$ cat src/rtl/msk_tx_mod.sv
// MSK transmit modulator: a small bit FIFO feeds a continuous-phase accumulator
// that steps +/-1 per sample through an M = 4*OSF entry cos/sin table.
module msk_tx_mod #(
    parameter int unsigned OSF        = 20,
    parameter int unsigned WIQ        = 16,
    parameter int unsigned AMP        = 16384,
    parameter int unsigned FIFO_DEPTH = 4
) (
    input  logic                  clk,
    input  logic                  reset_n,
    input  logic                  en_i,
    input  logic                  bit_i,
    input  logic                  bit_valid_i,
    output logic                  bit_ready_o,
    output logic signed [WIQ-1:0] i_out_o,
    output logic signed [WIQ-1:0] q_out_o,
    output logic                  iq_val_o,
    output logic                  sym_valid_o,
    output logic                  underflow_o
);

    localparam int unsigned M          = 4 * OSF;
    localparam int unsigned P_W        = $clog2(M);
    localparam int unsigned C_W        = $clog2(OSF);
    localparam int unsigned AW         = $clog2(FIFO_DEPTH);
    localparam int unsigned CNT_W      = AW + 1;
    localparam int unsigned FRAC       = 30;
    localparam longint      FX_ONE     = 64'sd1 << FRAC;
    localparam longint      PI_HALF_FX = 64'sd1686629713;

    typedef logic [M-1:0][WIQ-1:0] lut_t;

    typedef enum logic {
        S_IDLE,
        S_RUN
    } state_e;

    // Scale a Q30 value in [0,1] by AMP and round half up.
    function automatic longint amp_round(input longint v);
        return (longint'(AMP) * v + (FX_ONE >>> 1)) >>> FRAC;
    endfunction

    // Integer Taylor series over one quadrant, mirrored into the other three.
    function automatic lut_t build_lut(input logic want_q);
        lut_t        lut;
        longint      theta, x2, c, s, tc, ts, ci, si, iv, qv;
        int unsigned quad, r;
        lut = '0;
        for (int unsigned p = 0; p < M; p++) begin
            quad  = p / OSF;
            r     = p % OSF;
            theta = (PI_HALF_FX * longint'(r) + longint'(OSF / 2)) / longint'(OSF);
            x2    = (theta * theta) >>> FRAC;
            c     = FX_ONE;
            tc    = FX_ONE;
            s     = theta;
            ts    = theta;
            for (int k = 1; k <= 10; k++) begin
                tc = -((tc * x2) >>> FRAC) / longint'((2 * k - 1) * (2 * k));
                ts = -((ts * x2) >>> FRAC) / longint'((2 * k) * (2 * k + 1));
                c  = c + tc;
                s  = s + ts;
            end
            ci = amp_round(c);
            si = amp_round(s);
            case (quad)
                0:       begin iv = ci;  qv = si;  end
                1:       begin iv = -si; qv = ci;  end
                2:       begin iv = -ci; qv = -si; end
                default: begin iv = si;  qv = -ci; end
            endcase
            lut[P_W'(p)] = want_q ? WIQ'(qv) : WIQ'(iv);
        end
        return lut;
    endfunction

    localparam lut_t I_LUT = build_lut(1'b0);
    localparam lut_t Q_LUT = build_lut(1'b1);

    state_e                  state_q, state_d;
    logic [P_W-1:0]          p_q, p_d;
    logic [C_W-1:0]          cnt_q, cnt_d;
    logic                    dir_q, dir_d;
    logic [FIFO_DEPTH-1:0]   mem_q, mem_d;
    logic [AW-1:0]           wr_ptr_q, wr_ptr_d;
    logic [AW-1:0]           rd_ptr_q, rd_ptr_d;
    logic [CNT_W-1:0]        count_q, count_d;
    logic                    rdy_q, rdy_d;
    logic signed [WIQ-1:0]   i_q, i_d;
    logic signed [WIQ-1:0]   q_q, q_d;
    logic                    iq_val_q, iq_val_d;
    logic                    sym_q, sym_d;
    logic                    unf_q, unf_d;

    logic                    push;
    logic                    pop;
    logic                    fifo_empty;
    logic                    step;
    logic                    sym_start;
    logic                    dir_now;

    // Sample step, FIFO bookkeeping and registered-output next values.
    always_comb begin
        state_d  = state_q;
        p_d      = p_q;
        cnt_d    = cnt_q;
        dir_d    = dir_q;
        mem_d    = mem_q;
        wr_ptr_d = wr_ptr_q;
        rd_ptr_d = rd_ptr_q;
        count_d  = count_q;
        i_d      = i_q;
        q_d      = q_q;

        fifo_empty = (count_q == '0);
        push       = bit_valid_i && rdy_q;
        step       = en_i && ((state_q == S_RUN) || !fifo_empty);
        sym_start  = (cnt_q == '0);
        pop        = step && sym_start && !fifo_empty;

        dir_now = dir_q;
        if (step && sym_start) begin
            dir_now = fifo_empty ? 1'b0 : mem_q[rd_ptr_q];
        end

        iq_val_d = step;
        sym_d    = step && sym_start;
        unf_d    = step && sym_start && fifo_empty;

        if (step) begin
            state_d = S_RUN;
            i_d     = I_LUT[p_q];
            q_d     = Q_LUT[p_q];
            dir_d   = dir_now;
            if (dir_now) begin
                p_d = (p_q == P_W'(M - 1)) ? '0 : p_q + P_W'(1);
            end else begin
                p_d = (p_q == '0) ? P_W'(M - 1) : p_q - P_W'(1);
            end
            cnt_d = (cnt_q == C_W'(OSF - 1)) ? '0 : cnt_q + C_W'(1);
        end

        if (push) begin
            mem_d[wr_ptr_q] = bit_i;
            wr_ptr_d        = wr_ptr_q + AW'(1);
        end
        if (pop) begin
            rd_ptr_d = rd_ptr_q + AW'(1);
        end
        case ({push, pop})
            2'b10:   count_d = count_q + CNT_W'(1);
            2'b01:   count_d = count_q - CNT_W'(1);
            default: count_d = count_q;
        endcase

        // Ready is a flop of the next count, so it never sees the pop combinationally.
        rdy_d = (count_d < CNT_W'(FIFO_DEPTH));
    end

    always_ff @(posedge clk) begin
        if (!reset_n) begin
            state_q  <= S_IDLE;
            p_q      <= '0;
            cnt_q    <= '0;
            dir_q    <= 1'b0;
            mem_q    <= '0;
            wr_ptr_q <= '0;
            rd_ptr_q <= '0;
            count_q  <= '0;
            rdy_q    <= 1'b0;
            i_q      <= '0;
            q_q      <= '0;
            iq_val_q <= 1'b0;
            sym_q    <= 1'b0;
            unf_q    <= 1'b0;
        end else begin
            state_q  <= state_d;
            p_q      <= p_d;
            cnt_q    <= cnt_d;
            dir_q    <= dir_d;
            mem_q    <= mem_d;
            wr_ptr_q <= wr_ptr_d;
            rd_ptr_q <= rd_ptr_d;
            count_q  <= count_d;
            rdy_q    <= rdy_d;
            i_q      <= i_d;
            q_q      <= q_d;
            iq_val_q <= iq_val_d;
            sym_q    <= sym_d;
            unf_q    <= unf_d;
        end
    end

    assign bit_ready_o = rdy_q;
    assign i_out_o     = i_q;
    assign q_out_o     = q_q;
    assign iq_val_o    = iq_val_q;
    assign sym_valid_o = sym_q;
    assign underflow_o = unf_q;

endmodule
$ cat config.mk
export PLATFORM = sky130hd
export DESIGN_NAME = msk_tx_mod
export DESIGN_NICKNAME = d
export VERILOG_FILES = /design/src/rtl/msk_tx_mod.sv
export SDC_FILE = /design/constraint.sdc
export NUM_CORES = 1
export LEC_CHECK = 0
export ABC_AREA = 1
export CAP_MARGIN = 30
export CORE_ASPECT_RATIO = 0.7
export CORE_MARGIN = 2
export CORE_UTILIZATION = 55
export DETAILED_ROUTE_END_ITERATION = 7
export PLACE_DENSITY = 0.79
export SYNTH_ARGS = -nofsm -noshare
export SYNTH_HDL_FRONTEND = slang
export SYNTH_SLANG_ARGS = --single-unit
$ cat constraint.sdc
create_clock -name clk -period 3.3 [get_ports clk]
set_clock_uncertainty 0.2 [all_clocks]
set_input_delay 0.66 -clock clk [delete_from_list [all_inputs] [get_ports clk]]
set_output_delay 0.66 -clock clk [all_outputs]
set_load 0.005 [all_outputs]
# [After elaboration in Yosys (flattened, before gate mapping)]
# Memory sizes are Yosys's and may differ from the RTL's. A register that Yosys moved wholly into a read port is not among the register bits.
# Index checks and enable logic that the tools add are counted.
[classes] addsub=7 n_lt_le_gt_ge=4 n_eq_ne=4 muxes=12 n_reduce_logical=13
[op_table] op="$mux 7" count=3
[op_table] op="$add 7x1->7 const B" count=1
[op_table] op="$eq 7x7->1 const B" count=1
[op_table] op="$logic_not 7->1" count=1
[op_table] op="$sub 7x1->7 const B" count=1
[op_table] op="$logic_and 1x1->1" count=6
[op_table] op="$lt 2x3->1 const B" count=2
[op_table] op="$pmux 3 s2" count=1
[op_table] op="$add 5x1->5 const B" count=1
[op_table] op="$eq 5x5->1 const B" count=1
[op_table] op="$logic_not 5->1" count=1
[op_table] op="$mux 5" count=1
[op_table] op="$add 2x1->2 const B" count=2
[op_table] op="$bwmux 4" count=1
[op_table] op="$mux 1" count=4
[op_table] op="$add 3x1->3 const B" count=1
[op_table] op="$logic_not 1->1" count=3
[op_table] op="$logic_not 3->1" count=1
[op_table] op="$lt 3x3->1 const B" count=1
[op_table] op="$sub 3x1->3 const B" count=1
[op_table] op="$bmux 1 s2" count=1
[op_table] op="$demux 1 s2" count=1
[op_table] op="$eq 2x1->1 const B" count=1
[op_table] op="$eq 2x2->1 const B" count=1
[op_table] op="other kinds (2)" count=2
[word_totals] regBits=29 rom_bits=4096 output_inout_bits=36 word_cells=54 memories=2
[mem_list] memory="(no name shown)" words=128 word_bits=16 rd=1 rd_clocked_by_memory_dff=1 write_ports=0 line_no="133" source="q_d = Q_LUT[p_q];"
[mem_list] memory="(no name shown)" words=128 word_bits=16 rd=1 rd_clocked_by_memory_dff=1 write_ports=0 line_no="132" source="i_d = I_LUT[p_q];"

# [Longest topological paths before layout]
# Gate-level depths: netlist (run 1).
[depth] depth_word=9 depth_mapped=14 ltp_nobuf=14

# [Least setup slack after synthesis (run 1)]
# No wires, ideal clock.
[synth_timing] path_kind="in2reg" from="input port en_i" to="register (tool-made name)" setup_ns=0.128 t_arrival_ns=2.001 required_time_ns=2.972 setup_slack_ns=0.972 cell_stages=11 path_buffers=0 path_cell_list="nand2_2 > nor2_1 > nand2_1 > inv_1 > ha_1 > fa_1 > a21oi_1 > o21ai_0 > xor2_1 > inv_1 > nor2_1"
[synth_lines] item="from (decl)" line_no="11" source="input logic en_i,"

==> results by group, run 1 <==
Run status
  • Status: completed

Timing
  • Setup ws final: 0.534 ns
  • Setup TNS: 0 ns
  • RSZ-0062 raised after global routing: false
  • Max-slew headroom: 0.484
  • Fin. max-slew vios: 0
  • Achievable Freq: 362 MHz
  • # setup viols final: 0
  • Tightest Pin Transition: 0.772 ns
  • Hold Fails Final Rpt: 0
  • Tcrit/Tclk final: 0.838
  • Period minus WS final: 2.77 ns

Finish
  • Post-layout util: 0.655
  • Design area: around 0.0064 mm²
  • Area grow syn2layout: 14.6%
  • Layout net count: 1017
  • Commonest cells after routing, fill and taps aside: 284 x nand2_1, 94 x nand3_1, 92 x a21oi_1
  • N_diodes: 0
  • Most common cell after layout, fill and taps aside: nand2_1
  • Layout cell share with drive strength beyond 1: 0.103

Synth
  • Distinct cells, synth: 41
  • Syn_nets: 989
  • Area of the mapped netlist: ~0.0056 mm²
  • Flop and latch count out of synthesis: 61
  • Yosys warns: 0
  • Syn Area/Cell: 5.86 µm²
  • Register area share after synthesis: 0.218
  • Cells after Synth: ~960

Routing
  • Via count: 7421
  • # DRC: 0
  • Post-DRT Antenna Nets: 0
  • Drt wl/cell: 22.5 µm
  • Routed wire length: 25100 µm
  • DRT iter0 DRCs: 1527
  • TritonRoute pass-1 iters: 8
  • Drt via density: 6.64

Placement
  • DP Area: 0.00609 mm²
  • Dpl ws: about 0.36 ns
  • IO buf count: 40
  • GP Congestion: around 1.1
  • HPWL Detailed: 18000 µm

Critical path
  • Nature of the critical path startpoint: flop
  • CP arrival: 2.78 ns
  • Worst reg2reg startpoint: p_q[1]
  • R2R cell count: 11
  • Crit path required time: 3.31 ns
  • Most used cell, CP: nand2_1
  • Worst R2R Setup Slack: 0.53 ns
  • Critical Path Start: p_q[1]
  • Max stage delay cell, worst path: dfxtp_1
  • CP peak stage delay: 0.54 ns
  • CP cell instances: inv_2 -> ha_1 -> inv_2 -> nand2_2 -> inv_1 -> nand2_1 -> nand3_1 -> nand2_1 -> nand2_1 -> o21ai_1 -> a21oi_1
  • Crit path capture type: flop
  • Crit-path max FO: 10
  • Crit Path Category: reg -> reg
  • Critical Path Sink: i_out_o[8]
  • Worst R2R End: i_out_o[8]

Pwr
  • Maximum VDD drop: around 0.77 mV
  • Total power: about 6.4 mW
  • Static leakage: about 3.1 nW
  • Power Density: 995 mW/mm²

Floorplan
  • Core area: 0.00980 mm²
  • Starting density of the core: 0.571
  • DIE WIDTH: 125 µm
  • Die Y: 88.4 µm
  • Die area: 0.0110 mm²
  • Ports: 41
  • # rows: 30

Global routing
  • Antenna violations before repair: 1
  • Global-route wire length before repair: 38000 µm
  • GRT Total Usage: 0.449
  • Vias in the first global route: between 6000 and 7000
  • Total gr overflow: 0
  • Largest net degree at the start of global routing: 55

Clock network
  • Hold buffers post-CTS: 0
  • Clock Latency Late Sink: 0.34 ns
  • CTS H-tree depth: 3
  • CTS tree: built
  • Worst-path clk slew: 0.05 ns
  • TritonCTS buffer count: 9
  • Clock sink count: about 60
  • Cts repair resizes: 0
  • CTS max path bufs: 2
  • Root buf cell: clkbuf_16
  • Post-CTS setup buffer count: 0

Job
  • # Max-Cap Violations: 0

Min path
  • Hold/Removal Path Class: reg -> reg
  • Hold path depth: 2
## worst max-delay path, delay by kind of cell (launching register included)
family                   cells  cell delay, ns
AND/OR/NAND/NOR              5            0.69
flip-flops                   1            0.54
adder cells (fa/ha/maj)      1            0.53
buffers and inverters        3            0.35
AO/OA/AOI/OAI                2            0.33
## report_power, final
group          internal (mW)  switching (mW)
combinational           1.30            2.98
clock                  0.702           0.333
sequential             0.913           0.152
total                   2.91            3.47
## metrics by stage
| step | instances | hold WS, ns |
|---|---|---|
| finish | 1117 | 0.267 |
| global route | 1117 | 0.282 |
| CTS | 1117 | 0.267 |
| detailed placement | 1101 | 0.259 |
| global placement | 1100 | 0.251 |
| floorplan | 956 | 0.229 |
## routing by layer
| layer | routed length, µm | global-route usage |
|---|---|---|
| met3 | 4770 | 0.225 |
| met5 | 13 | 0 |
| met1 | 9500 | 0.593 |
| met2 | 9390 | 0.616 |
| met4 | 1420 | 0.197 |
## cell type report
type,instances,area (µm²)
repair buffers,68,643
clock buffers,13,260
well taps,128,160
multi-input cells,753,3710
flip-flops and latches,61,1220
clock inverters,3,67.6
inverters,91,347
fillers,852,3380
## state kept, by name (all words and copies together) (netlist names), named ones only
register,count
q_out_o,16
sym_valid_o,1
iq_val_o,1
underflow_o,1
bit_ready_o,1
mem_q,4
i_out_o,16
state_q,1
p_q,7
dir_q,1
rd_ptr_q,2
count_q,2
cnt_q,5
wr_ptr_q,2
## worst min-delay path by stage
stage | start | to | slack [ns]
global route | q_out_o[8] | q_out_o[8] | 0.28
detailed placement | q_out_o[8] | q_out_o[8] | 0.26
CTS | q_out_o[8] | q_out_o[8] | 0.27
finish | q_out_o[8] | q_out_o[8] | 0.27
global placement | mem_q[0] | mem_q[0] | 0.25
floorplan | mem_q[1] | mem_q[1] | 0.23
## Yosys cell counts
| cell | number | area, µm² |
|---|---|---|
| o21ai_0 | 68 | 340 |
| inv_2 | 20 | 75.1 |
| nand3_1 | 94 | 470 |
| o21bai_1 | 1 | 7.51 |
| nand2_2 | 17 | 106 |
| o211ai_1 | 10 | 75.1 |
| a22oi_1 | 1 | 7.51 |
| nand4_1 | 11 | 68.8 |
| nand3_2 | 1 | 10.0 |
| or2_2 | 1 | 6.26 |
| inv_6 | 1 | 8.76 |
| o21ai_1 | 15 | 75.1 |
| clkinv_1 | 1 | 3.75 |
| ha_1 | 27 | 338 |
| buf_12 | 1 | 20.0 |
| nand2_1 | 284 | 1070 |
| nand2_4 | 1 | 11.3 |
| buf_6 | 7 | 78.8 |
| nor2_2 | 8 | 50.1 |
| nor2_1 | 79 | 297 |
| nor3_2 | 1 | 10.0 |
| buf_4 | 6 | 45.0 |
| a31oi_1 | 9 | 56.3 |
| buf_1 | 2 | 7.51 |
| a31o_2 | 1 | 8.76 |
| dfxtp_1 | 61 | 1220 |
| o22ai_1 | 4 | 25.0 |
| buf_2 | 18 | 90.1 |
| nor2_4 | 3 | 33.8 |
| fa_1 | 1 | 20.0 |
| o31ai_1 | 3 | 22.5 |
| clkbuf_1 | 16 | 60.1 |
| o21ai_2 | 3 | 26.3 |
| and3_1 | 1 | 6.26 |
| xor2_1 | 5 | 43.8 |
| a21oi_2 | 2 | 17.5 |
| buf_8 | 1 | 15.0 |
| nor3_1 | 9 | 45.0 |
| a21oi_1 | 92 | 460 |
| o2111ai_1 | 1 | 8.76 |
| inv_1 | 69 | 259 |
## cells by family after synthesis
logic type	synth area share
flops	0.218
buf+inv	0.118
fa+ha+maj	0.0639
xor+xnor	0.00782
simple gates	0.390
compound gates	0.202
No activity file was read; power rests on OpenSTA's default activity.
==> inputs of run 2 (changes only) <==
--- a/config.mk
+++ b/config.mk
@@ -11,7 +11,7 @@
 export CORE_MARGIN = 2
 export CORE_UTILIZATION = 55
 export DETAILED_ROUTE_END_ITERATION = 7
-export PLACE_DENSITY = 0.79
+export PLACE_DENSITY = 0.82
 export SYNTH_ARGS = -nofsm -noshare
 export SYNTH_HDL_FRONTEND = slang
 export SYNTH_SLANG_ARGS = --single-unit
==> constraint.sdc (replaced) <==
create_clock -name clk -period 2.41 [get_ports clk]
set_clock_uncertainty 0.2 [all_clocks]
set_input_delay 0.482 -clock clk [delete_from_list [all_inputs] [get_ports clk]]
set_output_delay 0.482 -clock clk [all_outputs]
set_load 0.005 [all_outputs]
==> results by group, run 2 (synthesis results as in run 1) <==
Run status
  • Status: finished with violations
  • Failing checks: DRC

Finish
  • Layout net count: 1050
  • Layout cell share with drive strength beyond 1: 0.144
  • N_diodes: 0
  • Most common cell after layout, fill and taps aside: nand2_1
  • Commonest cells after routing, fill and taps aside: 284 x nand2_1, 93 x nand3_1, 91 x a21oi_1
  • Layout fillers: 869
  • Area grow syn2layout: 19.5%
  • Post-layout util: 0.683

Timing
  • Worst Hold Slack: 0.257 ns
  • Achievable Freq: 427 MHz
  • Max-slew headroom: 0.528
  • Period minus WS final: 2.34 ns
  • Setup ws final: 0.0705 ns
  • Tightest Pin Transition: 0.705 ns
  • Setup TNS: 0 ns
  • # setup viols final: 0
  • Fin. max-slew vios: 0
  • Hold Fails Final Rpt: 0
  • Tcrit/Tclk final: 0.971

Pwr
  • Maximum VDD drop: around 0.75 mV
  • Switch share: 0.537
  • Sw power: roughly 4.7 mW
  • Static leakage: between 3 and 4 nW
  • Sequential share of power: 0.159
  • Power Density: 1320 mW/mm²
  • Gate power share: 0.690
  • Total power: between 8 and 9 mW
  • Cell internal pwr: 4.09 mW
  • Clock network fraction of design power: 0.151

Critical path
  • Crit Path Category: in -> reg
  • Crit path capture type: flop
  • Nature of the critical path startpoint: input pin
  • CP arrival: 2.41 ns
  • Crit-path max FO: 3
  • Crit path required time: 2.48 ns

Floorplan
  • Core area: 0.00980 mm²
  • Die area: 0.0110 mm²
  • Starting density of the core: 0.571
  • Die Y: 88.4 µm
  • DIE WIDTH: between 100 and 150 µm
  • Ports: 41
  • # rows: 30

Placement
  • Dpl ws: -0.230 ns
  • HPWL Detailed: 18100 µm
  • IO buf count: 40
  • GP Congestion: 1.18

Global routing
  • Antenna violations before repair: 0
  • Total gr overflow: 0
  • GRT Total Usage: 0.442
  • Largest net degree at the start of global routing: 55
  • Vias in the first global route: about 6500
  • Global-route wire length before repair: 37100 µm

Clock network
  • CTS H-tree depth: 3
  • Clock sink count: between 60 and 70
  • Root buf cell: clkbuf_16
  • CTS tree: built
  • TritonCTS buffer count: 9
  • Hold buffers post-CTS: 0
  • Worst-path clk slew: 0.06 ns
  • CTS max path bufs: 2
  • Clock Latency Late Sink: 0.33 ns

Routing
  • Top Layer Used: met5
  • Routed wire length: approximately 25000 µm
  • Routed wl met3: 4470 µm
  • Met2 Routed Length: between 9000 and 10000 µm
  • TritonRoute pass-1 iters: 8
  • Drt via density: between 6 and 7
  • DRT iter0 DRCs: about 1400
  • Post-DRT Antenna Nets: 0
  • Drt wl/cell: roughly 21 µm
  • Via count: 7311
  • WL met1: approximately 9700 µm
  • # DRC: 97

Job
  • # Max-Cap Violations: 0

Min path
  • Hold/Removal Path Class: reg -> reg
## run 2: cell count changes in the layout (fill, tap and decap cells not counted), sizes merged
cell      previous run  this run
clkinv               1         3
clkinvlp             1         2
buf                 28        61
bufinv               2         1
clkbuf              13        11
## run 2: what timing repair did
item	in CTS	in global routing
gates resized for setup	0	11
setup endpoints to repair	0	17
buffers inserted	0	0
## run 2: critical path: stages
cell and delay (ns):
clkdlybuf4s50_1 0.46, nand2_2 0.12, nor2_1 0.07, nand2_1 0.07
inv_1 0.07, ha_2 0.20, fa_2 0.36, a21oi_2 0.14
o21ai_1 0.09, xor2_1 0.22, inv_1 0.07, nor2_1 0.08
## run 2: path summary, 6_finish.rpt
path | from | to | slack (ns) | cells past startpoint
hold reg to reg | mem_q[1] | mem_q[1] | 0.26 | 2
hold / removal | mem_q[1] | mem_q[1] | 0.26 | 2
setup reg to reg | count_q[1] | flop | 0.07 | 13
setup / recovery | en_i | flop | 0.07 | 12
## run 2: cell type report
| cell class | instances | area, µm² | area share |
|---|---|---|---|
| Clock buffer | 11 | 253 | 0.0378 |
| Clock inverter | 5 | 58.8 | 0.00879 |
| Inverter | 91 | 347 | 0.0518 |
| Multi-Input combinational cell | 753 | 3740 | 0.559 |
| Sequential cell | 61 | 1230 | 0.183 |
| Tap cell | 128 | 160 | 0.0239 |
| Timing Repair Buffer | 101 | 908 | 0.136 |
## run 2: per-layer routing
layer,vias to the layer above,track usage
li1,3268,-
met1,3259,0.577
met2,640,0.631
met3,142,0.222
met4,2,0.144
met5,-,0.0378
## run 2: power by group through the flow
stage / Sequential, mW / Combinational (mW) / Clock [mW]
after floorplan: 1.42 / 3.54 / 0
after global placement: 1.42 / 5.62 / 0
after detailed placement: 1.42 / 5.60 / 0
after CTS: 1.40 / 5.65 / 1.34
after global routing: 1.44 / 6.42 / 1.38
final: 1.41 / 6.10 / 1.34
## run 2: through the flow
stage | area, µm² | cells
after floorplan | 5600 | 956
final | 6690 | 1150
after CTS | 6660 | 1150
after global routing | 6690 | 1150
after detailed placement | 6350 | 1134
after global placement | 6350 | 1134
==> edit 1, RTL diff (settings of run 2) <==
Register the output `underflow_o` once more, cleared by the reset; this adds one clock of latency there. The other outputs are not delayed to match.
--- a/src/rtl/msk_tx_mod.sv
+++ b/src/rtl/msk_tx_mod.sv
@@ -196,6 +196,12 @@
     assign q_out_o     = q_q;
     assign iq_val_o    = iq_val_q;
     assign sym_valid_o = sym_q;
-    assign underflow_o = unf_q;
+    always_ff @(posedge clk) begin
+        if (!reset_n) begin
+            underflow_o <= '0;
+        end else begin
+            underflow_o <= unf_q;
+        end
+    end
 
 endmodule
Check against the original RTL: same outputs for any inputs over 4 cycles, from zero or initial values and one cycle with reset_n low; that may be too few to reach the edited logic, so the function may still have changed.
==> edit 1 against run 2 <==
- global-route usage grew 1.4 points
- maximum frequency shrank 1.6%
- design area shrank 0.67%
- first-iteration DRC count grew 1.1%
- power shrank 3.0%
- setup slack lost 0.038 ns
- synthesized cell count shrank 1.2%
- die area shrank 1.4%
- sequential cell count grew 1
- routed wire length shrank 0.35%
- the flow still finishes with violations (DRC)
- cell count shrank 0.70%
- count of clock-buffer cells in the layout is the same
- area after synthesis shrank 1.5%
==> edit 1: results (changes against run 2) <==
Outcome = finished with violations
Failing checks = DRC
Largest net degree at the start of global routing = 54 (-1.8%)
CP Max Fanout = 11 (+8)
Worst min-delay path category = flop to flop
R2R Setup Slk = 0.03 ns (-0.04 ns)
Fill count = 875 (+0.69%)
Routed via count = 7421 (+1.5%)
Leakage = 3.19 nW (-3.0%)
Main area contributors after synthesis = dfxtp_1 23%, nand2_1 21%, nand3_1 8.3%
Non-filler cells, final = 1142 (-0.70%)
Clk_lat worst skew = 0.33 ns (about the same)
Ys async rst share = 0 (unchanged)
R2R depth = 11 (-2)
HP Start = unf_q$_SDFF_PN0_
VDD IR max = 0.000823 V (+10%)
DRT Pass-1 Iters = 8 (unchanged)
Critical path's slowest cell = dfxtp_1
Netlist cell types = 39 (-4.9%)
Syn nets = 978 (-1.1%)
Vias in the first global route = 6681 (+2.5%)
Largest stage delay, worst path = 0.32 ns (-0.14 ns)
Hold depth = 2 (unchanged)
First-pass GRT wire length = 36700 µm (-1.0%)
Number of CTS-inserted buffers = 9 (unchanged)
Mapped Cells = 945 (-1.2%)
Worst-Margin Slew = 0.574 ns (-0.131 ns)
YS warnings = 0 (unchanged)
Crit path arrival time = 2.38 ns (-0.03 ns)
Final net count = 1043 (-0.67%)
HPWL Detailed = 18000 µm (-0.64%)
Drt first-iter violations = 1391 (+1.1%)
Commonest cells post-synth = 309 x nand2_1, 92 x nand3_1, 91 x a21oi_1, 84 x o21ai_0, 70 x inv_1
Crit Reg-Reg Endpoint = q_out_o[2]$_SDFFE_PN0P_
Final hold vios = 0 (unchanged)
Post-synth top flop = dfxtp_1
Worst R2R Start = p_q[1]$_SDFFE_PN0P_
Gpl congestion = 1.21 (+2.5%)
Port Buffers = 40 (unchanged)
DRT Wirelength = 24600 µm (-0.35%)
CTS Buffer Depth = 2 (unchanged)
Tot GR Track Use = 0.456 (+0.0140)
Share of cells above drive strength 1 = 0.121 (-0.0225)
Post-synthesis sequential area ratio = 0.225 (+0.00690)
Grt total ovfl = 0 (unchanged)
DRC = 5 (-95%)
Min-Delay Endpoint = underflow_o$_SDFF_PN0_
Delay-heaviest family, CP = simple AND/OR/NAND/NOR gates
==> edit 1: what timing repair did <==
| action | 4_1_cts | 5_1_grt |
|---|---|---|
| endpoints found under the setup margin | 2 | 15 |
| setup buffers | 0 | 1 |
| gates resized for setup | 3 | 18 |
| pin swaps | 1 | 4 |
==> edit 1: worst max-delay path by stage <==
| stage | startpoint | cells after the start | slack [ns] | to |
|---|---|---|---|---|
| after global placement | en_i | 12 | -0.16 | flop |
| after CTS | cnt_q[1]$_SDFFE_PN0P_ | 13 | 0.004 | flop |
| after detailed placement | en_i | 11 | -0.30 | flop |
| final | p_q[1]$_SDFFE_PN0P_ | 11 | 0.03 | q_out_o[2]$_SDFFE_PN0P_ |
| after global routing | cnt_q[1]$_SDFFE_PN0P_ | 13 | -0.05 | flop |
| after floorplan | count_q[0]$_SDFFE_PN0N_ | 13 | 0.14 | flop |
==> edit 1: layer usage <==
metal / share of wire / vias up / track usage
li1: - / 3259 / -
met1: 0.37 / 3235 / 0.597
met2: 0.38 / 730 / 0.615
met3: 0.18 / 197 / 0.223
met4: 0.062 / 0 / 0.228
met5: 0 / - / 0
==> edit 1: layout make-up <==
type / count / share of cell area
multi-input cells: 754 / 0.560
flip-flops and latches: 62 / 0.188
repair buffers: 104 / 0.140
inverters: 79 / 0.0450
clock buffers: 11 / 0.0365
well taps: 128 / 0.0241
clock inverters: 4 / 0.00716
==> edit 1: per-stage QoR <==
step	hold slack, ns	worst slack [ns]	area, µm²	TNS [ns]	total power, W
6_report	0.211	0.0323	6640	0	0.00858
5_1_grt	0.226	-0.0531	6640	-0.0629	0.00894
4_1_cts	0.212	0.00395	6590	0	0.00812
3_5_place_dp	0.201	-0.303	6290	-0.693	0.00680
3_3_place_gp	0.195	-0.158	6290	-0.288	0.00683
2_1_floorplan	0.190	0.144	5520	0	0.00476
==> edit 1: worst register-to-register path: stages, from the launching register on <==
cell	delay, ns
dfxtp_1	0.32
buf_4	0.20
ha_2	0.24
nand2_1	0.10
buf_4	0.17
o21ai_0	0.12
nand2_1	0.25
nand2_1	0.11
nand2_1	0.07
nand3_1	0.07
o21ai_0	0.30
a21oi_1	0.11
==> edit 1: cell families (layout without fill, tap and decap cells) <==
group | Yosys count | count (layout) | synth area share
fa+ha+maj | 28 | 28 | 0.0649
xor+xnor | 5 | 5 | 0.00794
buf+inv | 129 | 198 | 0.110
flops | 62 | 62 | 0.225
compound gates | 212 | 212 | 0.206
simple gates | 509 | 509 | 0.386
==> edit 1: power breakdown <==
part           internal [W]  switching (W)
combinational       0.00195        0.00390
sequential          0.00127       0.000193
clock              0.000818       0.000449
==> edit 2, RTL diff (flow settings as in run 2) <==
Made on the original files. Set the parameter `WIQ` to 8 (it was 16).
--- a/src/rtl/msk_tx_mod.sv
+++ b/src/rtl/msk_tx_mod.sv
@@ -2,7 +2,7 @@
 // that steps +/-1 per sample through an M = 4*OSF entry cos/sin table.
 module msk_tx_mod #(
     parameter int unsigned OSF        = 20,
-    parameter int unsigned WIQ        = 16,
+    parameter int unsigned WIQ        = 8,
     parameter int unsigned AMP        = 16384,
     parameter int unsigned FIFO_DEPTH = 4
 ) (
Ports: changed (resized i_out_o and q_out_o); port bits go from 41 to 25. The function was not compared with the original's and may differ.
==> edit 2 against run 2 <==
- setup slack improved by 0.083 ns
- power decreased by 36%
- design area decreased by 30%
- area after synthesis decreased by 26%
- core utilization decreased by 4.7 points
- sequential cell count decreased by 16
- routed wire length decreased by 37%
- combinational power decreased by 34%
- synthesized cell count decreased by 28%
- highest routed layer is now met4
==> edit 2: results (changes against run 2) <==
Outcome = complete, no violations
Clk_lat worst skew = 0.31 ns (-0.02 ns)
Number of CTS-inserted buffers = 5 (-4)
Commonest cells post-synth = 201 x nand2_1, 88 x nand3_1, 58 x inv_1, 55 x a21oi_1, 47 x o21ai_0
Slew HR = 0.651 (+0.122)
Largest net degree at the start of global routing = 47 (-15%)
# diodes = 0 (unchanged)
Reg clk slew, reported paths = 0.09 ns (+0.03 ns)
VDD IR max = 0.000848 V (+14%)
CTS Buffer Depth = 2 (unchanged)
Port Buffers = 24 (-40%)
HPWL Detailed = 11400 µm (-37%)
R2R Setup Slk = 0.15 ns (+0.08 ns)
R2R depth = 10 (-3)
H-tree Lvls = 2 (-1)
Worst R2R Start = p_q[0]$_SDFFE_PN0P_
Leakage = 2.20 nW (-33%)
HP Start = mem_q[0]$_SDFFE_PN0P_
Initial antenna violation count = 0 (unchanged)
Post-synthesis sequential area ratio = 0.217 (-0.00154)
Share of cells above drive strength 1 = 0.120 (-0.0243)
CP Max Fanout = 8 (+5)
DRT Pass-1 Iters = 7 (-1)
Crit path arrival time = 2.26 ns (-0.15 ns)
Ys async rst share = 0 (unchanged)
Tot GR Track Use = 0.387 (-0.0550)
Post-Place Cells = 800 (-29%)
First-pass GRT wire length = 25000 µm (-33%)
Syn nets = 710 (-28%)
Syn Area/Cell = 6.07 µm² (+3.7%)
Internal Dissipation = 0.00257 W (-37%)
Clock Tree Root = clkbuf_8
Min-Delay Endpoint = mem_q[0]$_SDFFE_PN0P_
DP Area = 4500 µm² (-29%)
Via/cell ratio = 6.19 (-2.6%)
YS warnings = 0 (unchanged)
Post-synth top flop = dfxtp_1
Main area contributors after synthesis = dfxtp_1 22%, nand2_1 18%, nand3_1 11%
Non-filler cells, final = 809 (-30%)
WL per Instance = 19.3 µm (-10%)
Worst min-delay path category = flop to flop
Netlist cell types = 40 (-2.4%)
Vias in the first global route = 4740 (-27%)
Gpl congestion = 1.19 (+1.1%)
Final net count = 735 (-30%)
Crit Reg-Reg Endpoint = i_out_o[5]$_SDFFE_PN0P_
Drt first-iter violations = 783 (-43%)
Hold depth = 2 (unchanged)
==> edit 2: cell count changes in the layout (fill, tap and decap cells not counted), sizes merged, moves of 25 or more <==
cell / run 2 / this run
o21ai: 86 / 59
inv: 90 / 65
buf: 61 / 30
nand2: 302 / 215
a21oi: 94 / 56
nor2: 90 / 56
==> edit 2: cell families after synthesis <==
group,share of synthesized area
buffers and inverters,0.123
AO/OA/AOI/OAI,0.177
XOR/XNOR,0.0126
adder cells (fa/ha/maj),0.0620
AND/OR/NAND/NOR,0.409
flip-flops,0.217
==> edit 2: power by group through the flow <==
stage          Sequential (W)  Clock, W  Combinational (W)
3_3_place_gp          0.00104         0            0.00377
5_1_grt               0.00106  0.000646            0.00434
3_5_place_dp          0.00105         0            0.00376
2_1_floorplan         0.00102         0            0.00268
6_report              0.00104  0.000608            0.00400
4_1_cts               0.00103  0.000610            0.00377
==> edit 2: routing by layer <==
layer | track usage | wire length (µm)
met5 | 0 | 0
met4 | 0.115 | 580
met3 | 0.142 | 2350
met2 | 0.557 | 6250
met1 | 0.537 | 6430
==> edit 2: layout make-up <==
type | instances | area, µm²
Timing Repair Buffer | 54 | 490
Clock buffer | 6 | 82.6
Clock inverter | 2 | 37.5
Multi-Input combinational cell | 539 | 2770
Tap cell | 98 | 123
Sequential cell | 45 | 906
Fill cell | 679 | 2670
Inverter | 65 | 249
==> edit 2: how the worst max path moves through the flow <==
stage / startpoint / end / slack (ns) / depth (start not counted)
finish: p_q[0]$_SDFFE_PN0P_ / i_out_o[5]$_SDFFE_PN0P_ / 0.15 / 10
global route: count_q[1]$_SDFFE_PN0N_ / flop / -0.04 / 13
CTS: cnt_q[0]$_SDFFE_PN0P_ / flop / 0.01 / 12
detailed placement: en_i / flop / -0.20 / 11
global placement: en_i / flop / -0.14 / 11
floorplan: count_q[0]$_SDFFE_PN0N_ / flop / 0.18 / 13
==> edit 2: timing repair <==
item | CTS | global route
resized for setup | 0 | 13
hold buffers | 0 | 0
endpoints found under the setup margin | 0 | 12
buffers inserted | 0 | 1
==> edit 2: worst max-delay path, cell delays in order (launching register included) <==
cell,delay [ns]
dfxtp_2,0.45
inv_4,0.05
ha_1,0.32
inv_1,0.19
nand2_4,0.14
nand3_1,0.15
a21oi_1,0.07
o21ai_0,0.31
nand2_1,0.09
a21oi_1,0.14
nor2_1,0.05
==> edit 2: metrics by stage <==
step	setup WS, ns	TNS [ns]	hold slack, ns
6_report	0.153	0	0.256
5_1_grt	-0.0374	-0.0374	0.292
4_1_cts	0.0117	0	0.259
3_5_place_dp	-0.201	-0.499	0.247
3_3_place_gp	-0.138	-0.248	0.243
2_1_floorplan	0.185	0	0.229
